**config.mk**
```make
export PLATFORM = sky130hd
export DESIGN_NAME = sal_cmd_arbiter
export DESIGN_NICKNAME = d
export VERILOG_FILES = /design/src/rtl/sal_sched_pkg.sv /design/src/rtl/sal_rr_picker.sv /design/src/rtl/sal_cmd_arbiter.sv
export SDC_FILE = /design/constraint.sdc
export NUM_CORES = 1
export LEC_CHECK = 0
export CAP_MARGIN = 20
export CELL_PAD_IN_SITES_DETAIL_PLACEMENT = 1
export CELL_PAD_IN_SITES_GLOBAL_PLACEMENT = 2
export CORE_MARGIN = 2
export CORE_UTILIZATION = 25
export CTS_CLUSTER_SIZE = 16
export DETAILED_ROUTE_END_ITERATION = 8
export PLACE_DENSITY_LB_ADDON = 0.1
export SYNTH_ARGS = -nofsm -noshare
export SYNTH_HDL_FRONTEND = slang
export SYNTH_SLANG_ARGS = --single-unit
```
**constraint.sdc**
```tcl
create_clock -name clk -period 7.83 [get_ports clk]
set_clock_uncertainty 0.15 [all_clocks]
set_input_delay 0.783 -clock clk [delete_from_list [all_inputs] [get_ports clk]]
set_output_delay 0.783 -clock clk [all_outputs]
set_load 0.05 [all_outputs]
```
**src/rtl/sal_sched_pkg.sv**
```systemverilog
// Shared command encoding, timer width and default DDR spacing for the SAL scheduler.
// Latency: none, this package holds only types, constants and one helper.
// Backpressure: not applicable.
package sal_sched_pkg;

  typedef enum logic [2:0] {
    CMD_NOP,
    CMD_REF,
    CMD_ACT,
    CMD_RD,
    CMD_WR,
    CMD_PRE
  } cmd_e;

  // Wide enough for any spacing up to 16 cycles (counters hold T-1).
  localparam int TIMER_W   = 4;

  localparam int DEF_T_CCD = 4;
  localparam int DEF_T_RRD = 4;
  localparam int DEF_T_WTR = 6;
  localparam int DEF_T_RTW = 8;

  // Count down towards zero and stay there.
  function automatic logic [TIMER_W-1:0] sat_dec(input logic [TIMER_W-1:0] v);
    return (v == '0) ? v : v - 1'b1;
  endfunction

endpackage

```
**src/rtl/sal_rr_picker.sv**
```systemverilog
// Rotating-priority pick: first set request at or after i_ptr, wrapping at N.
// Latency: combinational, zero cycles.
// Backpressure: none; the caller decides whether the pick is used.
module sal_rr_picker #(
  parameter int N  = 8,
  parameter int IW = $clog2(N)
) (
  input  logic [N-1:0]  i_req,
  input  logic [IW-1:0] i_ptr,
  output logic [N-1:0]  o_gnt,
  output logic [IW-1:0] o_idx,
  output logic          o_vld
);

  logic [IW-1:0] w_pos;

  // Scan from the pointer; the IW-bit sum wraps because N is a power of two.
  always_comb begin
    o_gnt = '0;
    o_idx = '0;
    o_vld = 1'b0;
    w_pos = '0;
    for (int k = 0; k < N; k++) begin
      w_pos = i_ptr + IW'(k);
      if (!o_vld && i_req[w_pos]) begin
        o_vld        = 1'b1;
        o_gnt[w_pos] = 1'b1;
        o_idx        = w_pos;
      end
    end
  end

endmodule

```
**src/rtl/sal_cmd_arbiter.sv**
```systemverilog
// Per-cycle DRAM command pick (REF > RD/WR > PRE > ACT) across banks, enforcing tCCD/tRRD and, when SAL_TURNAROUND_EN is defined, tWTR/tRTW.
// Latency: grants are combinational from requests and registered timers (zero cycles).
// Backpressure: requesters hold their request until granted; timer-blocked classes simply wait.
module sal_cmd_arbiter
  import sal_sched_pkg::*;
#(
  parameter int NUM_BANKS = 8,
  parameter int RA_W      = 16,
  parameter int CA_W      = 11,
  parameter int T_CCD     = DEF_T_CCD,
  parameter int T_RRD     = DEF_T_RRD,
  parameter int T_WTR     = DEF_T_WTR,
  parameter int T_RTW     = DEF_T_RTW
) (
  input  logic                         clk,
  input  logic                         rst_n,
  input  logic                         ref_req,
  input  logic [NUM_BANKS-1:0]         bank_idle,
  input  logic [NUM_BANKS-1:0]         act_req,
  input  logic [NUM_BANKS-1:0]         rd_req,
  input  logic [NUM_BANKS-1:0]         wr_req,
  input  logic [NUM_BANKS-1:0]         pre_req,
  input  logic [NUM_BANKS*RA_W-1:0]    ra_i,
  input  logic [NUM_BANKS*CA_W-1:0]    ca_i,
  output logic                         ref_gnt,
  output logic                         act_gnt,
  output logic                         rd_gnt,
  output logic                         wr_gnt,
  output logic                         pre_gnt,
  output logic [NUM_BANKS-1:0]         bank_gnt,
  output logic [$clog2(NUM_BANKS)-1:0] ba,
  output logic [RA_W-1:0]              ra,
  output logic [CA_W-1:0]              ca
);

  localparam int BA_W = $clog2(NUM_BANKS);
  localparam logic [TIMER_W-1:0] CCD_LD = TIMER_W'(T_CCD - 1);
  localparam logic [TIMER_W-1:0] RRD_LD = TIMER_W'(T_RRD - 1);

  logic [BA_W-1:0]      r_rr_ptr;
  logic [TIMER_W-1:0]   r_ccd_cnt;
  logic [TIMER_W-1:0]   r_rrd_cnt;

  logic [NUM_BANKS-1:0] w_legal;
  logic [NUM_BANKS-1:0] w_act_v;
  logic [NUM_BANKS-1:0] w_rd_v;
  logic [NUM_BANKS-1:0] w_wr_v;
  logic [NUM_BANKS-1:0] w_pre_v;
  logic                 w_rd_ok;
  logic                 w_wr_ok;
  logic                 w_act_ok;
  logic                 w_ref_ok;
  logic [NUM_BANKS-1:0] w_cas_req;
  logic [NUM_BANKS-1:0] w_act_req;
  logic [NUM_BANKS-1:0] w_cas_gnt;
  logic [NUM_BANKS-1:0] w_pre_gnt;
  logic [NUM_BANKS-1:0] w_act_gnt;
  logic [BA_W-1:0]      w_cas_idx;
  logic [BA_W-1:0]      w_pre_idx;
  logic [BA_W-1:0]      w_act_idx;
  logic                 w_cas_vld;
  logic                 w_pre_vld;
  logic                 w_act_vld;
  cmd_e                 w_cmd;
  logic [NUM_BANKS-1:0] w_bank_gnt;
  logic [BA_W-1:0]      w_idx;
  logic                 w_bank_vld;

  // A bank presenting more than one command is dropped for this cycle.
  always_comb begin
    w_legal = '0;
    for (int b = 0; b < NUM_BANKS; b++) begin
      w_legal[b] = ($countones({act_req[b], rd_req[b], wr_req[b], pre_req[b]}) <= 1);
    end
  end

  assign w_act_v = act_req & w_legal;
  assign w_rd_v  = rd_req  & w_legal;
  assign w_wr_v  = wr_req  & w_legal;
  assign w_pre_v = pre_req & w_legal;

`ifdef SAL_TURNAROUND_EN
  localparam logic [TIMER_W-1:0] WTR_LD = TIMER_W'(T_WTR - 1);
  localparam logic [TIMER_W-1:0] RTW_LD = TIMER_W'(T_RTW - 1);

  logic [TIMER_W-1:0] r_wtr_cnt;
  logic [TIMER_W-1:0] r_rtw_cnt;

  assign w_rd_ok = (r_ccd_cnt == '0) && (r_wtr_cnt == '0);
  assign w_wr_ok = (r_ccd_cnt == '0) && (r_rtw_cnt == '0);

  // Bus turnaround spacing: a WR holds off RDs, a RD holds off WRs.
  always_ff @(posedge clk) begin
    if (!rst_n) begin
      r_wtr_cnt <= '0;
      r_rtw_cnt <= '0;
    end else begin
      r_wtr_cnt <= wr_gnt ? WTR_LD : sat_dec(r_wtr_cnt);
      r_rtw_cnt <= rd_gnt ? RTW_LD : sat_dec(r_rtw_cnt);
    end
  end
`else
  // Turnaround timings have no effect in this build.
  logic w_unused_turnaround;
  assign w_unused_turnaround = ^{T_WTR[0], T_RTW[0]};

  assign w_rd_ok = (r_ccd_cnt == '0);
  assign w_wr_ok = (r_ccd_cnt == '0);
`endif

  // ACT is held off while a refresh is waiting so banks can drain to idle.
  assign w_act_ok  = (r_rrd_cnt == '0) && !ref_req;
  assign w_ref_ok  = ref_req && (&bank_idle) && !(|w_rd_v) && !(|w_wr_v) && !(|w_pre_v);
  assign w_cas_req = (w_rd_v & {NUM_BANKS{w_rd_ok}}) | (w_wr_v & {NUM_BANKS{w_wr_ok}});
  assign w_act_req = w_act_v & {NUM_BANKS{w_act_ok}};

  sal_rr_picker #(.N(NUM_BANKS), .IW(BA_W)) u_cas_pick (
    .i_req (w_cas_req),
    .i_ptr (r_rr_ptr),
    .o_gnt (w_cas_gnt),
    .o_idx (w_cas_idx),
    .o_vld (w_cas_vld)
  );

  sal_rr_picker #(.N(NUM_BANKS), .IW(BA_W)) u_pre_pick (
    .i_req (w_pre_v),
    .i_ptr (r_rr_ptr),
    .o_gnt (w_pre_gnt),
    .o_idx (w_pre_idx),
    .o_vld (w_pre_vld)
  );

  sal_rr_picker #(.N(NUM_BANKS), .IW(BA_W)) u_act_pick (
    .i_req (w_act_req),
    .i_ptr (r_rr_ptr),
    .o_gnt (w_act_gnt),
    .o_idx (w_act_idx),
    .o_vld (w_act_vld)
  );

  // Class priority; nothing is granted while reset is asserted.
  always_comb begin
    w_cmd = CMD_NOP;
    if (!rst_n)         w_cmd = CMD_NOP;
    else if (w_ref_ok)  w_cmd = CMD_REF;
    else if (w_cas_vld) w_cmd = w_rd_v[w_cas_idx] ? CMD_RD : CMD_WR;
    else if (w_pre_vld) w_cmd = CMD_PRE;
    else if (w_act_vld) w_cmd = CMD_ACT;
  end

  // Route the winning class's bank; REF and idle leave the bank fields at zero.
  always_comb begin
    w_bank_gnt = '0;
    w_idx      = '0;
    case (w_cmd)
      CMD_RD, CMD_WR: begin
        w_bank_gnt = w_cas_gnt;
        w_idx      = w_cas_idx;
      end
      CMD_PRE: begin
        w_bank_gnt = w_pre_gnt;
        w_idx      = w_pre_idx;
      end
      CMD_ACT: begin
        w_bank_gnt = w_act_gnt;
        w_idx      = w_act_idx;
      end
      default: ;
    endcase
  end

  assign w_bank_vld = |w_bank_gnt;
  assign ref_gnt    = (w_cmd == CMD_REF);
  assign act_gnt    = (w_cmd == CMD_ACT);
  assign rd_gnt     = (w_cmd == CMD_RD);
  assign wr_gnt     = (w_cmd == CMD_WR);
  assign pre_gnt    = (w_cmd == CMD_PRE);
  assign bank_gnt   = w_bank_gnt;
  assign ba         = w_idx;
  assign ra         = w_bank_vld ? ra_i[w_idx*RA_W +: RA_W] : '0;
  assign ca         = w_bank_vld ? ca_i[w_idx*CA_W +: CA_W] : '0;

  // Shared pointer moves past each bank winner; CAS/ACT spacing counters reload on grant.
  always_ff @(posedge clk) begin
    if (!rst_n) begin
      r_rr_ptr  <= '0;
      r_ccd_cnt <= '0;
      r_rrd_cnt <= '0;
    end else begin
      if (w_bank_vld) r_rr_ptr <= w_idx + BA_W'(1);
      r_ccd_cnt <= (rd_gnt || wr_gnt) ? CCD_LD : sat_dec(r_ccd_cnt);
      r_rrd_cnt <= act_gnt ? RRD_LD : sat_dec(r_rrd_cnt);
    end
  end

`ifndef SYNTHESIS
  // Each bank must present at most one command at a time.
  always_ff @(posedge clk) begin
    if (rst_n) begin
      assert (&w_legal) else $error("sal_cmd_arbiter: bank with multiple commands, legal=%b", w_legal);
    end
  end
`endif

endmodule

```
### Word level (Yosys, flattened, before mapping)

Cells that the tools add are included.

* flip-flop bits (word level): 11
* bits in latches: 0
* bits in writable memories: 0
* ROM bits: 0
* input port bits: 259
* output and inout bits: 43
* word-level logic and storage cells: 326
* memories kept: 0

* add/subtract/negate cells: 34
* $mul: 1
* div/mod/pow operators: 0
* order comparisons: 25
* equal/unequal tests: 7
* shift-type cells: 2
* mux-type cells: 152
* bitwise gates (word level): 30
* reductions and logical operators: 70

Operators by type and width (number)
* 8-bit 2-to-1 mux: 24
* 8-bit OR: 22
* 128-bit by 8-bit indexed part select with 16-bit output: 1
* 88-bit by 8-bit indexed part select with 11-bit output: 1
* 3-bit 2-to-1 mux: 29
* 1-bit binary-select mux with 3-bit select: 25
* 1-bit 2-to-1 mux: 57
* 8-bit AND: 7
* 3-bit by 4-bit < comparator with 1-bit output, second input constant: 9
* 1-bit logical AND: 34
* 1-bit by 1-bit adder with 2-bit output: 16
* 8-bit OR reduction: 4
* 1-bit zero test: 25
* 2-bit by 2-bit adder with 3-bit output: 8
* 1-bit demux with 3-bit select: 8
* 3-bit by 1-bit >= comparator with 1-bit output, second input constant: 8
* 3-bit by 1-bit <= comparator with 1-bit output, second input constant: 8
* 8-bit one-hot mux with 3 select lines: 1
* 16-bit 2-to-1 mux: 1
* 3-bit adder, second input constant: 4
* 11-bit 2-to-1 mux: 1
* 2-bit 2-to-1 mux: 5
* 3-bit one-hot mux with 3 select lines: 1
* 4-bit zero test: 2
* other kinds (13): 20

### Longest topological paths before layout

Gate-level depths: netlist (run 1).

* depth in word-level cells: 42
* mapped depth: 25

### Hierarchy

Synthesis (run 1) repeated with hierarchy kept, for this count alone.

* cell total of the unflattened synthesis: 1097
* area total of the unflattened synthesis: 7380.8 µm²

Modules (own cells, without submodules)
* sal_cmd_arbiter: instances 1, cells each 685, area an instance 3723.6 µm², sequential area each 220.2 µm²
* sal_rr_picker (u_act_pick ...): instances 2, cells each 132, area an instance 1209.9 µm², sequential area each 0.0 µm²
* sal_rr_picker (u_pre_pick): instances 1, cells each 148, area an instance 1237.4 µm², sequential area each 0.0 µm²

### Least setup slack after synthesis (run 1)

Ideal clock, no wire load.

* path type: reg2out
* start point: register r_rr_ptr[0]
* end point: output port ra[10]
* arrival: 6030 ps
* required time: 6897 ps
* path slack: 867 ps
* stages on the path, launching flop included: 22
* path buffers: 8
* path through: dfxtp_1 -> buf_6 -> inv_2 -> buf_2 -> buf_2 -> buf_1 -> ha_1 -> buf_4 -> nand2b_1 -> buf_4 -> nor3_1 -> nor4_1 -> o2111ai_1 -> a2111oi_4 -> nand3_1 -> or4b_1 -> clkbuf_1 -> o221ai_1 -> or4_1 -> nor2_2 -> buf_2 -> a211oi_2

* word-level cells in the longest chain between the ends: 35

RTL lines
* start: declaration: line sal_cmd_arbiter.sv:40 `logic [BA_W-1:0] r_rr_ptr;`
* start signal: assignment: line sal_cmd_arbiter.sv:190 `if (w_bank_vld) r_rr_ptr <= w_idx + BA_W'(1);`
* branches (longest 32 deep; another with 3-bit by 1-bit adder with 3-bit output)
* 8-bit one-hot mux with 3 select lines (*): line sal_cmd_arbiter.sv:155 `case (w_cmd)`
* named net bank_gnt[7]: line sal_cmd_arbiter.sv:30 `output logic [NUM_BANKS-1:0] bank_gnt,`
* 8-bit OR reduction (*): line sal_cmd_arbiter.sv:172 `assign w_bank_vld = |w_bank_gnt;`
* 16-bit 2-to-1 mux (*): line sal_cmd_arbiter.sv:180 `assign ra = w_bank_vld ? ra_i[w_idx*RA_W +: RA_W] : '0;`
* end: declaration: line sal_cmd_arbiter.sv:32 `output logic [RA_W-1:0] ra,`

Mark *: on every way through the listed nets, which the timed path passes. The select of a mux whose other input is x is not followed.

### Worst setup path in the final report (run 1)

* start point: input port act_req[4]
* end point: output port ca[0]

* word-level cells in the longest chain between the ends: 42

RTL lines
* start: declaration: line sal_cmd_arbiter.sv:19 `input logic [NUM_BANKS-1:0] act_req,`
* 1-bit by 1-bit adder with 2-bit output (implied by the code): line sal_cmd_arbiter.sv:73 `w_legal[b] = ($countones({act_req[b], rd_req[b], wr_req[b], pre_req[b]}) <= 1);`
* 2-bit by 2-bit adder with 3-bit output (implied by the code): line sal_cmd_arbiter.sv:73
* 3-bit by 1-bit <= comparator with 1-bit output: line sal_cmd_arbiter.sv:73
* 8-bit AND, on equally long branches: line sal_cmd_arbiter.sv:78, sal_cmd_arbiter.sv:79
* 8-bit AND: line sal_cmd_arbiter.sv:114 `assign w_cas_req = (w_rd_v & {NUM_BANKS{w_rd_ok}}) | (w_wr_v & {NUM_BANKS{w_wr_ok}});`
* 8-bit OR: line sal_cmd_arbiter.sv:114
* 1-bit binary-select mux with 3-bit select: line sal_rr_picker.sv:25 `if (!o_vld && i_req[w_pos]) begin`
* 1-bit 2-to-1 mux (implied by the code): line sal_rr_picker.sv:25
* (+26 left out)
* 3-bit 2-to-1 mux: line sal_cmd_arbiter.sv:145 `else if (w_ref_ok) w_cmd = CMD_REF;`
* 3-bit 2-to-1 mux: line sal_cmd_arbiter.sv:144 `if (!rst_n) w_cmd = CMD_NOP;`
* 3-bit by 2-bit equality test with 1-bit output / 3-bit equality test (equally long branches): line sal_cmd_arbiter.sv:155
* 2-bit OR reduction: line sal_cmd_arbiter.sv:155
* 3-bit one-hot mux with 3 select lines: line sal_cmd_arbiter.sv:155
* 3-bit by 4-bit multiplier with 7-bit output: line sal_cmd_arbiter.sv:181 `assign ca = w_bank_vld ? ca_i[w_idx*CA_W +: CA_W] : '0;`
* 88-bit by 8-bit indexed part select with 11-bit output: line sal_cmd_arbiter.sv:181
* 11-bit 2-to-1 mux (*): line sal_cmd_arbiter.sv:181
* end: declaration: line sal_cmd_arbiter.sv:33 `output logic [CA_W-1:0] ca`

Every way passes the cells marked *; elsewhere a longest branch is shown, timed or not. The select of a mux whose other input is x is not followed.

==> impl_metrics.prom, run 1 <==
# TYPE chip_impl_metric gauge
chip_impl_info{name="outcome",value="completed"} 1
chip_impl_metric{name="post_synth_xor_area_fraction",unit=""} 0.01130
chip_impl_info{name="ys.flop_type",value="dfxtp_1"} 1
chip_impl_metric{name="cts.clk_slew.worst_paths",unit="ps"} 40
chip_impl_metric{name="rrSetupSlack",unit="ps"} 1700
chip_impl_metric{name="asyncSetResetFlopFracSynth",unit=""} 0
chip_impl_metric{name="core_area",unit="µm²"} 32620
chip_impl_metric{name="vias",unit=""} 10809
chip_impl_metric{name="hold_depth",unit=""} 2
chip_impl_metric{name="antenna_violations_before_repair",unit=""} 2
chip_impl_metric{name="worst_slew_pin_slew",unit="ps"} 1012
chip_impl_metric{name="final_count_of_pins_violating_max_slew",unit=""} 0
chip_impl_info{name="worstHoldEndpoint",value="r_ccd_cnt[3]$_SDFFE_PP0P_"} 1
chip_impl_info{name="combinational_family_with_the_most_area_after_synthesis",value="compound AO/OA/AOI/OAI gates"} 1
chip_impl_metric{name="filler_cell_count",unit=""} 3927
chip_impl_metric{name="io-pin-count",unit=""} 302
chip_impl_metric{name="worstSkewPairLatency",unit="ps"} 240
chip_impl_metric{name="critPathArrivalTime",unit="ps"} 6550
chip_impl_info{name="critical_path.startpoint_type",value="input port"} 1
chip_impl_metric{name="drc_errors",unit=""} 0
chip_impl_metric{name="final_period_minus_worst_setup_slack",unit="ps"} 7480
chip_impl_metric{name="layout.cell_area.non_filler",unit="µm²"} 12370
chip_impl_metric{name="max-clock-path-buffers",unit=""} 2
chip_impl_metric{name="floorplan.die.height",unit="µm"} 186.2
chip_impl_metric{name="final_net_count",unit=""} 1681
chip_impl_metric{name="globalRouteTotalUtil",unit=""} 0.2679
chip_impl_info{name="netlist_top_cells_area",value="mux2_2 12%, mux2i_1 9.2%, nor2_1 4.2%"} 1
chip_impl_metric{name="post_synth_and_or_nand_nor_area_fraction",unit=""} 0.2518
chip_impl_metric{name="timing.setup.tns",unit="ps"} 0
chip_impl_metric{name="cts_hold_buffers",unit=""} 0
chip_impl_metric{name="grt_first_pass_wirelength",unit="mm"} 70.30
chip_impl_metric{name="drv_cap",unit=""} 0
chip_impl_metric{name="vias_per_cell",unit=""} 5.855
chip_impl_metric{name="max-slew-margin-rel",unit=""} 0.3234
chip_impl_metric{name="required",unit="ps"} 6900
chip_impl_metric{name="drive_gt1_frac",unit=""} 0.2026
chip_impl_metric{name="worst-path-max-fanout",unit=""} 19
chip_impl_info{name="critical_path.endpoint_type",value="primary output"} 1
chip_impl_metric{name="dieArea",unit="µm²"} 34680
chip_impl_metric{name="timing.final.setup_violations",unit=""} 0
chip_impl_metric{name="ant_nets",unit=""} 0
chip_impl_metric{name="grt.overflow.total",unit=""} 0
chip_impl_info{name="r2r-end",value="r_rr_ptr[0]$_SDFFE_PN0P_"} 1
chip_impl_metric{name="drt-wirelength-per-cell",unit="µm"} 26.56
chip_impl_info{name="tritoncts",value="built"} 1
chip_impl_metric{name="synthDominantCellAreaShare",unit=""} 0.1207
chip_impl_info{name="synth_area_leader_cell",value="mux2_2"} 1
chip_impl_metric{name="compound_gate_portion_of_the_synthesized_area",unit=""} 0.3533
chip_impl_metric{name="synth.mux.area_fraction",unit=""} 0.2357
chip_impl_metric{name="synth_area",unit="µm²"} 8302
chip_impl_info{name="rsz_0062_raised_after_global_routing",value="false"} 1
chip_impl_info{name="critical_path_class",value="input port to primary output"} 1
chip_impl_metric{name="finish.cell_count_without_fillers",unit=""} 1846
chip_impl_info{name="synth_most_common_cell",value="nor2_1"} 1
chip_impl_metric{name="cts-htree-levels",unit=""} 1
chip_impl_metric{name="detailed_place_hpwl",unit="mm"} 40.19
chip_impl_metric{name="mappedNetlistNets",unit=""} 1397
chip_impl_metric{name="layout_worst_path_cycle_share",unit=""} 0.9553
chip_impl_metric{name="numCtsBuffers",unit=""} 3
chip_impl_metric{name="initial_utilization",unit=""} 0.2545
chip_impl_info{name="timing.hold.worst.class",value="register to register"} 1
chip_impl_metric{name="ys_seq_area_frac",unit=""} 0.02653
chip_impl_metric{name="tritoncts_num_sinks",unit=""} 11
chip_impl_metric{name="placement_rows",unit=""} 66
chip_impl_metric{name="worstRegToRegCells",unit=""} 17
chip_impl_metric{name="place.gp.congestion",unit=""} 0.9069
chip_impl_metric{name="areaGrowthSynthToFinish",unit="%"} 49.03
chip_impl_metric{name="yosysWarnings",unit=""} 0
chip_impl_metric{name="synthCells",unit=""} 1119
chip_impl_metric{name="grt_pass1_vias",unit=""} 10933
chip_impl_metric{name="dpl.cell_count",unit=""} 1830
chip_impl_metric{name="synth-edff-count",unit=""} 0
chip_impl_metric{name="ys_seq_elements",unit=""} 11
chip_impl_info{name="r2r-start",value="r_rr_ptr[1]$_SDFFE_PN0P_"} 1
chip_impl_info{name="clk_root_buffer_cell",value="clkbuf_16"} 1
chip_impl_metric{name="drt-total-wl",unit="mm"} 49.03
chip_impl_info{name="worst_hold_startpoint",value="r_ccd_cnt[3]$_SDFFE_PP0P_"} 1
chip_impl_metric{name="clock.fmax",unit="GHz"} 0.1337
chip_impl_metric{name="grt_start_max_net_pins",unit=""} 43
chip_impl_metric{name="avgSynthCellArea",unit="µm²"} 7.419
chip_impl_metric{name="numPortBuffers",unit=""} 301
chip_impl_info{name="synthTopCellsByCount",value="92 x nor2_1, 89 x mux2_2, 84 x nand2_1"} 1
chip_impl_metric{name="yosysUniqueCellTypes",unit=""} 99
chip_impl_metric{name="first_pass_iters",unit=""} 5
chip_impl_metric{name="postPlaceCellArea",unit="µm²"} 12220
chip_impl_metric{name="drt_iter0_drcs",unit=""} 707
chip_impl_metric{name="synth_adder_area_share",unit=""} 0.03587
chip_impl_metric{name="die_x",unit="µm"} 186.2
chip_impl_metric{name="final_hold_viol_count",unit=""} 0
==> through the flow <==
step | utilization | hold slack, ps | setup slack (ps)
after floorplan | - | 364.9 | 866.5
after global placement | 0.3745 | 386.0 | 394.7
after detailed placement | 0.3745 | 392.0 | 250.1
after CTS | 0.3769 | 396.5 | 253.6
after global routing | 0.3792 | 423.2 | 59.02
final | 0.3793 | 389.5 | 349.8
==> layout by cell type (no fill, tap or decap), types with 14 or more instances in the layout <==
master           instances
buf_12                  43
o22ai_1                 55
clkdlybuf4s50_1        259
mux2i_1                 76
a211oi_2                26
inv_1                   40
buf_4                   64
nand2_1                 84
a21oi_1                 42
nand2b_1                18
a211oi_1                14
nand3_1                 43
o211ai_1                16
nor2_1                  92
and2_1                  17
o221ai_1                14
nor3_1                  48
mux2_2                  89
o32ai_1                 19
nand4_1                 17
o21ai_0                 29
==> logic make-up (layout without fill, tap and decap cells) <==
logic type,after synthesis,in the layout
buffers and inverters,134,417
flip-flops,11,11
adder cells (fa/ha/maj),19,19
AND/OR/NAND/NOR,407,407
XOR/XNOR,9,9
other,0,2
multiplexers,174,174
AO/OA/AOI/OAI,365,365
==> layout make-up <==
class	instances	area, µm²	share of cell area
Tap cell	442	553.0	0.04470
Multi-Input combinational cell	974	7402	0.5983
Antenna cell	2	5.005	0.0004045
Sequential cell	11	221.5	0.01790
Inverter	46	172.7	0.01396
Clock buffer	4	78.83	0.006371
Timing Repair Buffer	367	3939	0.3184
==> per-layer routing <==
layer	vias to the layer above	global-route usage	routed length (µm)
met3	86	0.03544	2994
met2	441	0.4467	22910
met4	2	0.09921	1829
met5	-	0	12
met1	5287	0.3523	21280
li1	4993	-	-
==> registers in the layout (all words and copies together) (netlist names) <==
name	cells
r_ccd_cnt	4
r_rrd_cnt	4
r_rr_ptr	3
==> timing repair <==
action	in CTS	in global routing
buffers inserted	0	9
endpoints found under the setup margin	0	8
resized for setup	0	0
==> worst max-delay path by stage <==
stage,from,endpoint,slack [ps],cells past startpoint
after global routing,pre_req[3],ca[10],60,18
after CTS,act_req[4],ca[0],250,17
final,act_req[4],ca[0],350,14
after global placement,act_req[4],ca[10],390,17
after detailed placement,act_req[4],ra[13],250,17
after floorplan,r_rr_ptr[0]$_SDFFE_PN0P_,ra[10],870,21
==> worst max-delay path, cell delays in order <==
cell             delay [ps]
clkdlybuf4s50_1         480
inv_1                    80
fa_1                    510
mux2i_1                 470
o32ai_1                 330
a221o_1                 440
a2111oi_4               500
or4b_1                  670
a41oi_1                 620
a221o_2                 400
buf_4                   350
mux2_2                  390
a211oi_2                310
buf_12                  180
Power of run 1 is not shown: default switching activity piles up to over one toggle a cycle in this logic, so the estimate is an artifact.
==> run 2, diff against run 1 <==
--- a/config.mk
+++ b/config.mk
@@ -12,7 +12,9 @@
 export CORE_UTILIZATION = 25
 export CTS_CLUSTER_SIZE = 16
 export DETAILED_ROUTE_END_ITERATION = 8
+export GPL_ROUTABILITY_DRIVEN = 1
 export PLACE_DENSITY_LB_ADDON = 0.1
 export SYNTH_ARGS = -nofsm -noshare
 export SYNTH_HDL_FRONTEND = slang
 export SYNTH_SLANG_ARGS = --single-unit
+export TNS_END_PERCENT = 20
==> results of run 2 <==
No change in the layout: final DEF, timing and power equal those of run 1.
Power of run 2 is left out for the same reason.
